===== src/rtl/clock_pkg.sv =====
// Shared clock constants, hour boundaries, controller state encoding and
// the hour-to-strike-count helper used by the chime logic.
package clock_pkg;

  localparam int SEC_PER_DAY  = 86400;
  localparam int SEC_PER_HOUR = 3600;

  // Seconds-of-day at each full hour, 00:00 .. 23:00.
  localparam int HOUR_SEC [24] = '{
    0,     3600,  7200,  10800, 14400, 18000, 21600, 25200,
    28800, 32400, 36000, 39600, 43200, 46800, 50400, 54000,
    57600, 61200, 64800, 68400, 72000, 75600, 79200, 82800
  };

  typedef enum logic [2:0] {
    ST_IDLE      = 3'd0,
    ST_CHIME_ON  = 3'd1,
    ST_CHIME_OFF = 3'd2,
    ST_RING      = 3'd3,
    ST_SNOOZE    = 3'd4
  } state_t;

  // Strike count for a seconds-of-day value on an hour boundary (12-hour
  // dial, midnight and noon give 12); 0 when not on a boundary. Pure
  // compares against the table, so no divider is built.
  function automatic logic [3:0] hour_strikes(input logic [31:0] sec);
    logic [3:0] r;
    r = 4'd0;
    for (int h = 0; h < 24; h++) begin
      r = (sec == HOUR_SEC[h]) ? ((h % 12 == 0) ? 4'd12 : 4'(h % 12)) : r;
    end
    return r;
  endfunction

endpackage


===== src/rtl/chime_alarm_ctrl_tone_gen.sv =====
// Square-wave tone divider. Output is high for HALF cycles then low for
// HALF cycles, starting high on the first enabled cycle. clr restarts the
// phase while en stays high (e.g. a chime handing over to an alarm ring).
module tone_gen
  #(parameter int HALF = 5)
  (
  input  logic clk,
  input  logic rst,
  input  logic en,
  input  logic clr,
  output logic out
);

  localparam int CW = (2 * HALF > 2) ? $clog2(2 * HALF) : 1;

  logic [CW-1:0] cnt;
  logic [CW-1:0] base;

  // Phase the next output is derived from: zero on a restart.
  always_comb begin
    base = clr ? '0 : cnt;
  end

  // Divider and registered tone output; both cleared whenever disabled.
  always_ff @(posedge clk or negedge rst) begin
    if (!rst) begin
      cnt <= '0;
      out <= 1'b0;
    end else if (!en) begin
      cnt <= '0;
      out <= 1'b0;
    end else begin
      cnt <= (base == CW'(2 * HALF - 1)) ? '0 : base + CW'(1);
      out <= (base < CW'(HALF));
    end
  end

endmodule


===== src/rtl/chime_alarm_ctrl.sv =====
// Hourly chime and multi-alarm controller: watches the seconds-of-day on
// each tick, strikes the hour, rings/snoozes alarms, drives the speaker.
module chime_alarm_ctrl
  import clock_pkg::*;
  #(
  parameter int CLK_HZ     = 100_000_000,
  parameter int TONE_HZ    = 1000,
  parameter int N_ALARM    = 4,
  parameter int SEC_W      = 17,
  parameter int RING_SEC   = 60,
  parameter int SNOOZE_SEC = 300,
  localparam int IW        = (N_ALARM > 1) ? $clog2(N_ALARM) : 1
  )
  (
  input  logic               clk,
  input  logic               rst,
  input  logic               tick,
  input  logic [SEC_W-1:0]   cur_sec,
  input  logic               chime_en,
  input  logic               chime_mode,
  input  logic               wr_en,
  input  logic [IW-1:0]      wr_idx,
  input  logic [SEC_W-1:0]   wr_sec,
  input  logic               wr_arm,
  input  logic               snooze,
  input  logic               stop,
  output logic               speaker,
  output logic               ringing,
  output logic [IW-1:0]      ring_idx,
  output logic [N_ALARM-1:0] armed
);

  localparam int HALF = CLK_HZ / (2 * TONE_HZ);
  localparam int RW   = $clog2(RING_SEC + 1);
  localparam int SW   = $clog2(SNOOZE_SEC + 1);

  logic [SEC_W-1:0] alarm_sec [N_ALARM];
  state_t           state, state_n;
  logic [RW-1:0]    ring_cnt;
  logic [SW-1:0]    snz_cnt;
  logic [3:0]       strikes;

  logic             wr_ok, disarm, match, alarm_hit, hour_hit;
  logic [IW-1:0]    match_idx;
  logic [3:0]       hour_str, strikes_load;
  logic             load_ring, reload_ring, dec_ring, load_chime, dec_strikes;
  logic             load_snz, dec_snz, sound_n, restart;

  // Write qualification, disarm-of-active-alarm and event detection.
  always_comb begin
    wr_ok     = wr_en && (32'(wr_sec) < 32'(SEC_PER_DAY)) && (32'(wr_idx) < 32'(N_ALARM));
    disarm    = wr_ok && !wr_arm && (wr_idx == ring_idx);
    match     = 1'b0;
    match_idx = '0;
    // Scan from the top down so the lowest matching index is left standing.
    for (int i = N_ALARM - 1; i >= 0; i--) begin
      match_idx = (armed[i] && (cur_sec == alarm_sec[i])) ? IW'(i) : match_idx;
      match     = match | (armed[i] && (cur_sec == alarm_sec[i]));
    end
    alarm_hit    = tick && match;
    hour_str     = hour_strikes(32'(cur_sec));
    hour_hit     = tick && chime_en && (hour_str != 4'd0);
    strikes_load = chime_mode ? hour_str : 4'd1;
  end

  // Next-state decision and the counter actions that go with it.
  always_comb begin
    state_n     = state;
    load_ring   = 1'b0;
    reload_ring = 1'b0;
    dec_ring    = 1'b0;
    load_chime  = 1'b0;
    dec_strikes = 1'b0;
    load_snz    = 1'b0;
    dec_snz     = 1'b0;
    case (state)
      ST_IDLE: begin
        if (alarm_hit) begin
          state_n   = ST_RING;
          load_ring = 1'b1;
        end else if (hour_hit) begin
          state_n    = ST_CHIME_ON;
          load_chime = 1'b1;
        end else begin
          state_n = ST_IDLE;
        end
      end
      ST_CHIME_ON: begin
        if (alarm_hit) begin
          state_n   = ST_RING;
          load_ring = 1'b1;
        end else if (tick) begin
          state_n = ST_CHIME_OFF;
        end else begin
          state_n = ST_CHIME_ON;
        end
      end
      ST_CHIME_OFF: begin
        if (alarm_hit) begin
          state_n   = ST_RING;
          load_ring = 1'b1;
        end else if (tick) begin
          dec_strikes = 1'b1;
          state_n     = (strikes > 4'd1) ? ST_CHIME_ON : ST_IDLE;
        end else begin
          state_n = ST_CHIME_OFF;
        end
      end
      ST_RING: begin
        if (stop || disarm) begin
          state_n = ST_IDLE;
        end else if (snooze) begin
          state_n  = ST_SNOOZE;
          load_snz = 1'b1;
        end else if (tick) begin
          dec_ring = 1'b1;
          state_n  = (ring_cnt <= RW'(1)) ? ST_IDLE : ST_RING;
        end else begin
          state_n = ST_RING;
        end
      end
      ST_SNOOZE: begin
        if (stop || disarm) begin
          state_n = ST_IDLE;
        end else if (tick && (snz_cnt <= SW'(1))) begin
          state_n     = ST_RING;
          reload_ring = 1'b1;
        end else if (tick) begin
          dec_snz = 1'b1;
        end else begin
          state_n = ST_SNOOZE;
        end
      end
      default: state_n = ST_IDLE;
    endcase
    sound_n = (state_n == ST_CHIME_ON) || (state_n == ST_RING);
    restart = sound_n && (state_n != state);
  end

  // Alarm table: qualified writes only; reset clears every alarm.
  always_ff @(posedge clk or negedge rst) begin
    if (!rst) begin
      for (int i = 0; i < N_ALARM; i++) alarm_sec[i] <= '0;
      armed <= '0;
    end else if (wr_ok) begin
      alarm_sec[wr_idx] <= wr_sec;
      armed[wr_idx]     <= wr_arm;
    end else begin
      armed <= armed;
    end
  end

  // Controller FSM with its counters and the registered ringing/index outputs.
  always_ff @(posedge clk or negedge rst) begin
    if (!rst) begin
      state    <= ST_IDLE;
      ring_idx <= '0;
      ring_cnt <= '0;
      snz_cnt  <= '0;
      strikes  <= '0;
      ringing  <= 1'b0;
    end else begin
      state   <= state_n;
      ringing <= (state_n == ST_RING);
      if (load_ring) begin
        ring_idx <= match_idx;
        ring_cnt <= RW'(RING_SEC);
      end else if (reload_ring) begin
        ring_cnt <= RW'(RING_SEC);
      end else if (dec_ring) begin
        ring_cnt <= ring_cnt - RW'(1);
      end else begin
        ring_cnt <= ring_cnt;
      end
      if (load_snz) begin
        snz_cnt <= SW'(SNOOZE_SEC);
      end else if (dec_snz) begin
        snz_cnt <= snz_cnt - SW'(1);
      end else begin
        snz_cnt <= snz_cnt;
      end
      if (load_chime) begin
        strikes <= strikes_load;
      end else if (dec_strikes) begin
        strikes <= strikes - 4'd1;
      end else begin
        strikes <= strikes;
      end
    end
  end

  tone_gen #(.HALF(HALF)) u_tone (
    .clk (clk),
    .rst (rst),
    .en  (sound_n),
    .clr (restart),
    .out (speaker)
  );

endmodule


===== config.mk =====
export PLATFORM = sky130hd
export DESIGN_NAME = chime_alarm_ctrl
export DESIGN_NICKNAME = d
export VERILOG_FILES = /design/src/rtl/clock_pkg.sv /design/src/rtl/chime_alarm_ctrl_tone_gen.sv /design/src/rtl/chime_alarm_ctrl.sv
export SDC_FILE = /design/constraint.sdc
export NUM_CORES = 1
export LEC_CHECK = 0
export BUFFER_PORTS_ARGS = -buffer_cell sky130_fd_sc_hd__buf_2
export CORE_UTILIZATION = 55
export CTS_BUF_LIST = sky130_fd_sc_hd__clkbuf_16
export CTS_CLUSTER_DIAMETER = 40
export DETAILED_ROUTE_END_ITERATION = 8
export PLACE_DENSITY = 0.77
export SYNTH_ARGS = -nofsm -noshare
export SYNTH_HDL_FRONTEND = slang
export SYNTH_SLANG_ARGS = --single-unit
export TNS_END_PERCENT = 5

===== constraint.sdc =====
create_clock -name clk -period 3.05 [get_ports clk]
set_input_delay 0.61 -clock clk [delete_from_list [all_inputs] [get_ports clk]]
set_output_delay 0.61 -clock clk [all_outputs]
set_load 0.01 [all_outputs]

==> metrics, run 1 <==
outcome finished, violations left; failing checks negative setup slack; Slew Limit Headroom 48.7%; Clock Path Buffers 2; CTS root buf clkbuf_16; Seq. cell area 2880 um2; first-pass GRT wire length 31.2 mm; Reg clk slew, reported paths 0.06 ns; vias in the first global route 6087; Slew Viols, Final 0; Core Area 12100 um2; hpwl dp 14.1 mm; CP required 3.40 ns; Yosys warning total 0; worst-path cell chain buf_2 -> buf_4 -> nor3b_1 -> nand3_1 -> a21o_1 -> nor3b_2 -> and4_4 -> a21o_1 -> o211a_1 -> ha_4 -> and2_4 -> nand4_1 -> nor2_2 -> buf_4 -> xnor2_1 -> nor2_1; CP Class in2reg; Ports 53; Synth Area in Compound Gates 5.76%; Crit Reg-Reg Startpoint alarm_sec[44]; Routed wire per std cell 20.4 um; Slowest cell on crit path nor3b_1; clock skew 0.00557 ns; r2r endpoint u_tone.cnt[14]; Filler cells 767; post-synthesis adder-cell area fraction 1.28%; Worst Hold Class in2async; Hold Vio Cnt, Final 0; crit path to u_tone.cnt[14]; pwr dens 639 nW/um2; Post-Synth Simple-Gate Area 23.1%; Tmin final 3.08 ns; Leakage 3.88 nW; layout cell share with drive strength beyond 1 39.6%; final WL 20.4 mm; CP peak stage delay 0.43 ns; Synth Area in XOR/XNOR 12.7%; Crit path arrival time 3.43 ns; post-synthesis register bit count 115; Layout Cells excl Fill 1004; ys async rst share 100%; multiplexer share of the synthesized area 12.7%; Clk Latency, worst-skew pair 0.43 ns; post-synthesis cell area 6840 um2; Die Width 114 um; Setup Viol. Count Final 2; Setup crit start cur_sec[16]; grt ovf 0; main flop type after synthesis dfrtp_1; initial antenna violation count 0; sequential area share after synthesis 42.1%; DR pass1 iterations 5; Peak supply drop 0.507 mV; TritonCTS clock tree done; die height 114 um; CP Capture Type flip-flop; area of the multi-input gates 4100 um2; placed cells 959; vias per inst 6.11; Vias 6130; Crit Path Max Fanout 7; Mapped Avg Cell Area 10.3 um2; die area 12900 um2; Worst setup SP type primary input; Peak Freq 0.324 GHz; CTS Buf Count 17; RSZ-0062 raised after global routing true; Residual DRC 0; DRT iter0 DRCs 593; flop2flop setup slack 0.02 ns; overall global routing resource usage 32.1%; num rows 40; clock sink count 115; actual slew at the worst max-slew pin 0.770 ns; Max-cap violations 0; largest net degree at the start of global routing 61; H-Tree Level Count 4; pre-CTS setup slack -0.518 ns; Post-synth EDFFs 0; largest family of logic cells by synthesized area simple AND/OR/NAND/NOR gates; worst reg2reg path depth 14; nets 875; Layout area overhead 32.2%; post-synthesis cell count 663; n_diodes 0; routability cong. 0.956; starting density of the core 56.7%; Worst Slack Setup Final -0.0340 ns; Net Count, Synth 715; Buffers on Ports 52; Synth cell types 62; antenna violation net count after detailed routing 0; crit share post-route 101%
==> power breakdown <==
part	switching [W]	total (W)	internal (W)
clock network	0.000767	0.00189	0.00112
logic	0.000835	0.00168	0.000848
registers	0.000324	0.00221	0.00188
total	0.00193	0.00578	0.00385
==> what timing repair did <==
| action | CTS | global route |
|---|---|---|
| hold buffers | 0 | 0 |
| buffers inserted | 0 | 13 |
| pin swaps | 0 | 31 |
| gates resized for setup | 13 | 60 |
| endpoints found under the setup margin | 2 | 15 |
==> layout by cell type, fill, tap and decap left out, types with 14 or more instances in the layout <==
| cell type | instances |
|---|---|
| clkbuf_16 | 17 |
| buf_2 | 44 |
| nand4_1 | 45 |
| buf_4 | 111 |
| dfrtp_1 | 114 |
| nand2_1 | 37 |
| xor2_1 | 36 |
| nor3_1 | 19 |
| a21oi_1 | 14 |
| mux2_2 | 73 |
| nor2_1 | 42 |
| nand3_1 | 21 |
| xnor2_1 | 60 |
==> flip-flops by register name (all words and copies together), names as in the netlist <==
signal and cells:
ring_idx 2, state 3, strikes 4, ring_cnt 6
armed 4, alarm_sec 68, u_tone.out 1, u_tone.cnt 17
snz_cnt 9, ringing 1
==> synth_stat cells (6+ instances only) <==
library cell | instances | area [um2]
dfrtp_1 | 115 | 2880
nand2_1 | 37 | 139
nor2_1 | 44 | 165
nor4bb_1 | 10 | 100
and3_1 | 12 | 75.1
nor4b_1 | 7 | 61.3
nand4_1 | 45 | 282
o21ai_0 | 11 | 55.1
mux2_2 | 73 | 822
xor2_1 | 36 | 315
xnor2_1 | 63 | 552
inv_1 | 10 | 37.5
nor4_1 | 9 | 56.3
buf_2 | 13 | 65.1
a21oi_1 | 17 | 85.1
nor3b_1 | 8 | 60.1
nor2b_1 | 6 | 37.5
nor3_1 | 21 | 105
clkbuf_1 | 10 | 37.5
nand3_1 | 24 | 120
ha_1 | 7 | 87.6
==> worst min path at each step <==
stage,start,end,slack [ns],depth (start not counted)
CTS,rst,snz_cnt[5],0.29,1
global placement,ring_cnt[5],ring_cnt[5],0.48,2
global route,rst,snz_cnt[5],0.32,1
floorplan,rst,alarm_sec[0],0.31,0
detailed placement,ring_cnt[5],ring_cnt[5],0.50,2
finish,rst,snz_cnt[5],0.25,1
==> per-stage QoR <==
step                setup TNS [ns]  total power, W  utilization (%)  area [um2]  hold WS (ns)
floorplan                    -1.52         0.00313                -        6870         0.314
global placement             -6.73         0.00365             66.6        8030         0.480
detailed placement           -5.39         0.00375             66.6        8030         0.496
CTS                              0         0.00566             71.8        8660         0.286
global route                -0.465         0.00603             75.0        9040         0.317
finish                     -0.0354         0.00578             75.0        9040         0.246
==> logic make-up after synthesis <==
logic type	Yosys count
fa+ha+maj	7
simple gates	267
compound gates	61
flops	115
mux	77
buf+inv	37
xor+xnor	99
==> layer usage <==
metal	vias up	part of all wire (%)	global-route usage [%]	routed length, um
met5	-	0	0	0
met4	0	4.1	14.9	834
met3	79	6.7	8.29	1370
met2	252	50	54.1	10300
met1	3038	39	38.4	7980
li1	2761	-	-	-
==> worst max-delay path, delay by kind of cell <==
family	cells	cell delay [ns]
AO/OA/AOI/OAI	3	0.61
XOR/XNOR	1	0.11
adder cells (fa/ha/maj)	1	0.18
buffers and inverters	3	0.41
AND/OR/NAND/NOR	8	1.49
==> area by class of cell <==
class / count / share of cell area [%]
Sequential cell: 115 / 31.8
Inverter: 10 / 0.415
Tap cell: 168 / 2.32
Clock inverter: 15 / 1.49
Timing Repair Buffer: 168 / 13.9
Clock buffer: 17 / 4.70
Multi-Input combinational cell: 511 / 45.4
(Power assumes the default switching activity.)
==> run 2: changes to the inputs <==
--- a/config.mk
+++ b/config.mk
@@ -11,6 +11,7 @@
 export CTS_CLUSTER_DIAMETER = 40
 export DETAILED_ROUTE_END_ITERATION = 8
 export PLACE_DENSITY = 0.77
+export SLEW_MARGIN = 20
 export SYNTH_ARGS = -nofsm -noshare
 export SYNTH_HDL_FRONTEND = slang
 export SYNTH_SLANG_ARGS = --single-unit
==> constraint.sdc (replaced) <==
create_clock -name clk -period 2.5 [get_ports clk]
set_input_delay 0.5 -clock clk [delete_from_list [all_inputs] [get_ports clk]]
set_output_delay 0.5 -clock clk [all_outputs]
set_load 0.01 [all_outputs]
==> metrics, run 2 (synthesis results as in run 1) <==
Max-cap violations 0; die area 12900 um2; failing checks negative setup slack; CP required 2.81 ns; Residual DRC 0; Layout area overhead 37.7%; flop2flop setup slack -0.39 ns; first-pass GRT wire length 33.0 mm; largest net degree at the start of global routing 44; Top reg by flops alarm_sec; DRT iter0 DRCs 448; grt ovf 0; worst-path cell chain buf_2 -> or4_4 -> nor4_2 -> o21ai_1 -> nor4b_2 -> and4_4 -> a21o_4 -> o211a_1 -> ha_4 -> and2_4 -> nand4_1 -> nor2_2 -> buf_4 -> xnor2_1 -> nor2_1; starting density of the core 56.7%; nets 921; hpwl dp 14.4 mm; Setup TNS -4.42 ns; CTS root buf clkbuf_16; CP peak stage delay 0.62 ns; Crit path arrival time 3.21 ns; max reg flops 68; H-Tree Level Count 4; Clk Latency, worst-skew pair 0.42 ns; pre-CTS setup slack -0.980 ns; num rows 40; clock sink count 115; CP Capture Type flip-flop; Peak supply drop 0.768 mV; clock skew 0.00606 ns; CTS Buf Count 17; vias per inst 6.01; Buffers on Ports 52; Clock Path Buffers 2; antenna violation net count after detailed routing 0; outcome finished, violations left; Die Width 114 um; Worst Slack Setup Final -0.391 ns; sw power 0.00244 W; initial antenna violation count 0; most frequent cells in the layout buf_4, dfrtp_1, mux2_2, xnor2_1, buf_2; overall global routing resource usage 33.7%; DR pass1 iterations 6; die height 114 um; Core Area 12100 um2; Clk pwr share 34.0%; routability cong. 0.945; layout cell share with drive strength beyond 1 42.6%; Crit Path Max Fanout 5; Worst setup SP type primary input; crit share post-route 116%; Crit Reg-Reg Startpoint alarm_sec[42]; sequential power share 33.8%; r2r endpoint u_tone.cnt[10]; Leakage 4.08 nW; switch share 31.2%; n_diodes 0; Hold Vio Cnt, Final 0; TritonCTS clock tree done; top flop regs alarm_sec x68, u_tone.cnt x17, snz_cnt x9; Routed wire per std cell 20.0 um; commonest non-fill, non-tap cell in the layout buf_4; cell family with most CP delay simple AND/OR/NAND/NOR gates; Tmin final 2.89 ns; CP Class in2reg; Slew Viols, Final 0; Buf+Inv Stages, Crit Path 2; actual slew at the worst max-slew pin 0.560 ns; hold buffers post-CTS 0; final WL 21.0 mm; worst reg2reg path depth 14; RSZ-0062 raised after global routing true; Comb pwr share 32.2%; cell depth of the worst setup path 15; Slew Limit Headroom 62.6%; Worst Hold Class in2async; Ports 53; Vias 6311; cell internal pwr 0.00537 W; Peak Freq 0.346 GHz; pwr dens 828 nW/um2; Reg clk slew, reported paths 0.06 ns; Setup Viol. Count Final 16; Slowest cell on crit path or4_4; vias in the first global route 6561
[run 2: cell count changes in the layout (fill, tap and decap cells not counted), sizes merged]
| cell | delta |
|---|---|
| clkbuf | -1 |
| bufinv | +4 |
| buf | +47 |
| inv | -2 |
| clkinvlp | -2 |
[run 2: worst max path at each step]
stage	start	to
CTS	alarm_sec[42]	u_tone.cnt[12]
floorplan	cur_sec[1]	u_tone.cnt[12]
global placement	cur_sec[7]	u_tone.cnt[16]
finish	cur_sec[2]	u_tone.cnt[10]
detailed placement	cur_sec[14]	u_tone.cnt[12]
global route	ring_cnt[0]	u_tone.cnt[12]
[run 2: through the flow]
step | hold slack [ns] | area [um2] | std cells | util [%] | total power (W)
global route | 0.0962 | 9420 | 1050 | 78.1 | 0.00811
CTS | 0.0805 | 9190 | 1043 | 76.2 | 0.00762
global placement | 0.510 | 8420 | 1009 | 69.8 | 0.00478
detailed placement | 0.516 | 8420 | 1009 | 69.8 | 0.00491
floorplan | 0.204 | 6870 | 663 | - | 0.00382
finish | 0.0638 | 9420 | 1050 | 78.1 | 0.00780
[run 2: metal layers]
metal | vias to the layer above | track usage, % | wire [um]
met2 | 275 | 57.5 | 10500
met4 | 0 | 19.4 | 990
met1 | 3113 | 39.8 | 8280
met3 | 83 | 6.75 | 1210
met5 | - | 0 | 0
li1 | 2840 | - | -
[run 2: power groups by stage]
stage	sequential, W	combinational (W)	clock (W)
floorplan	0.00260	0.00122	0
global placement	0.00260	0.00218	0
detailed placement	0.00264	0.00227	0
CTS	0.00262	0.00234	0.00266
global route	0.00267	0.00270	0.00274
finish	0.00264	0.00251	0.00265
[run 2: area by class of cell]
cell class,instances,area (um2)
repair buffers,214,1570
inverters,10,37.5
clock buffers,17,425
multi-input cells,511,4090
well taps,168,210
clock inverters,15,215
flip-flops and latches,115,2880
fillers,713,2640
[run 2: timing repair]
item                                    CTS  global route
gates resized for setup                  22            37
setup buffers                             2             7
pin swaps                                 6            25
endpoints found under the setup margin   18            20
endpoints found under the hold margin     0             0
cloned                                    0             0
[run 2: worst register-to-register path, stage by stage, from the launching register on]
cell and delay [ns]:
dfrtp_1 0.40, xor2_1 0.17, or4_4 0.54, nor3b_4 0.23, a22oi_2 0.13, nand3_2 0.12
a21oi_4 0.08, o211a_1 0.26, ha_4 0.17, and2_4 0.14, nand4_1 0.14, nor2_2 0.07
buf_4 0.13, xnor2_1 0.14, nor2_1 0.05
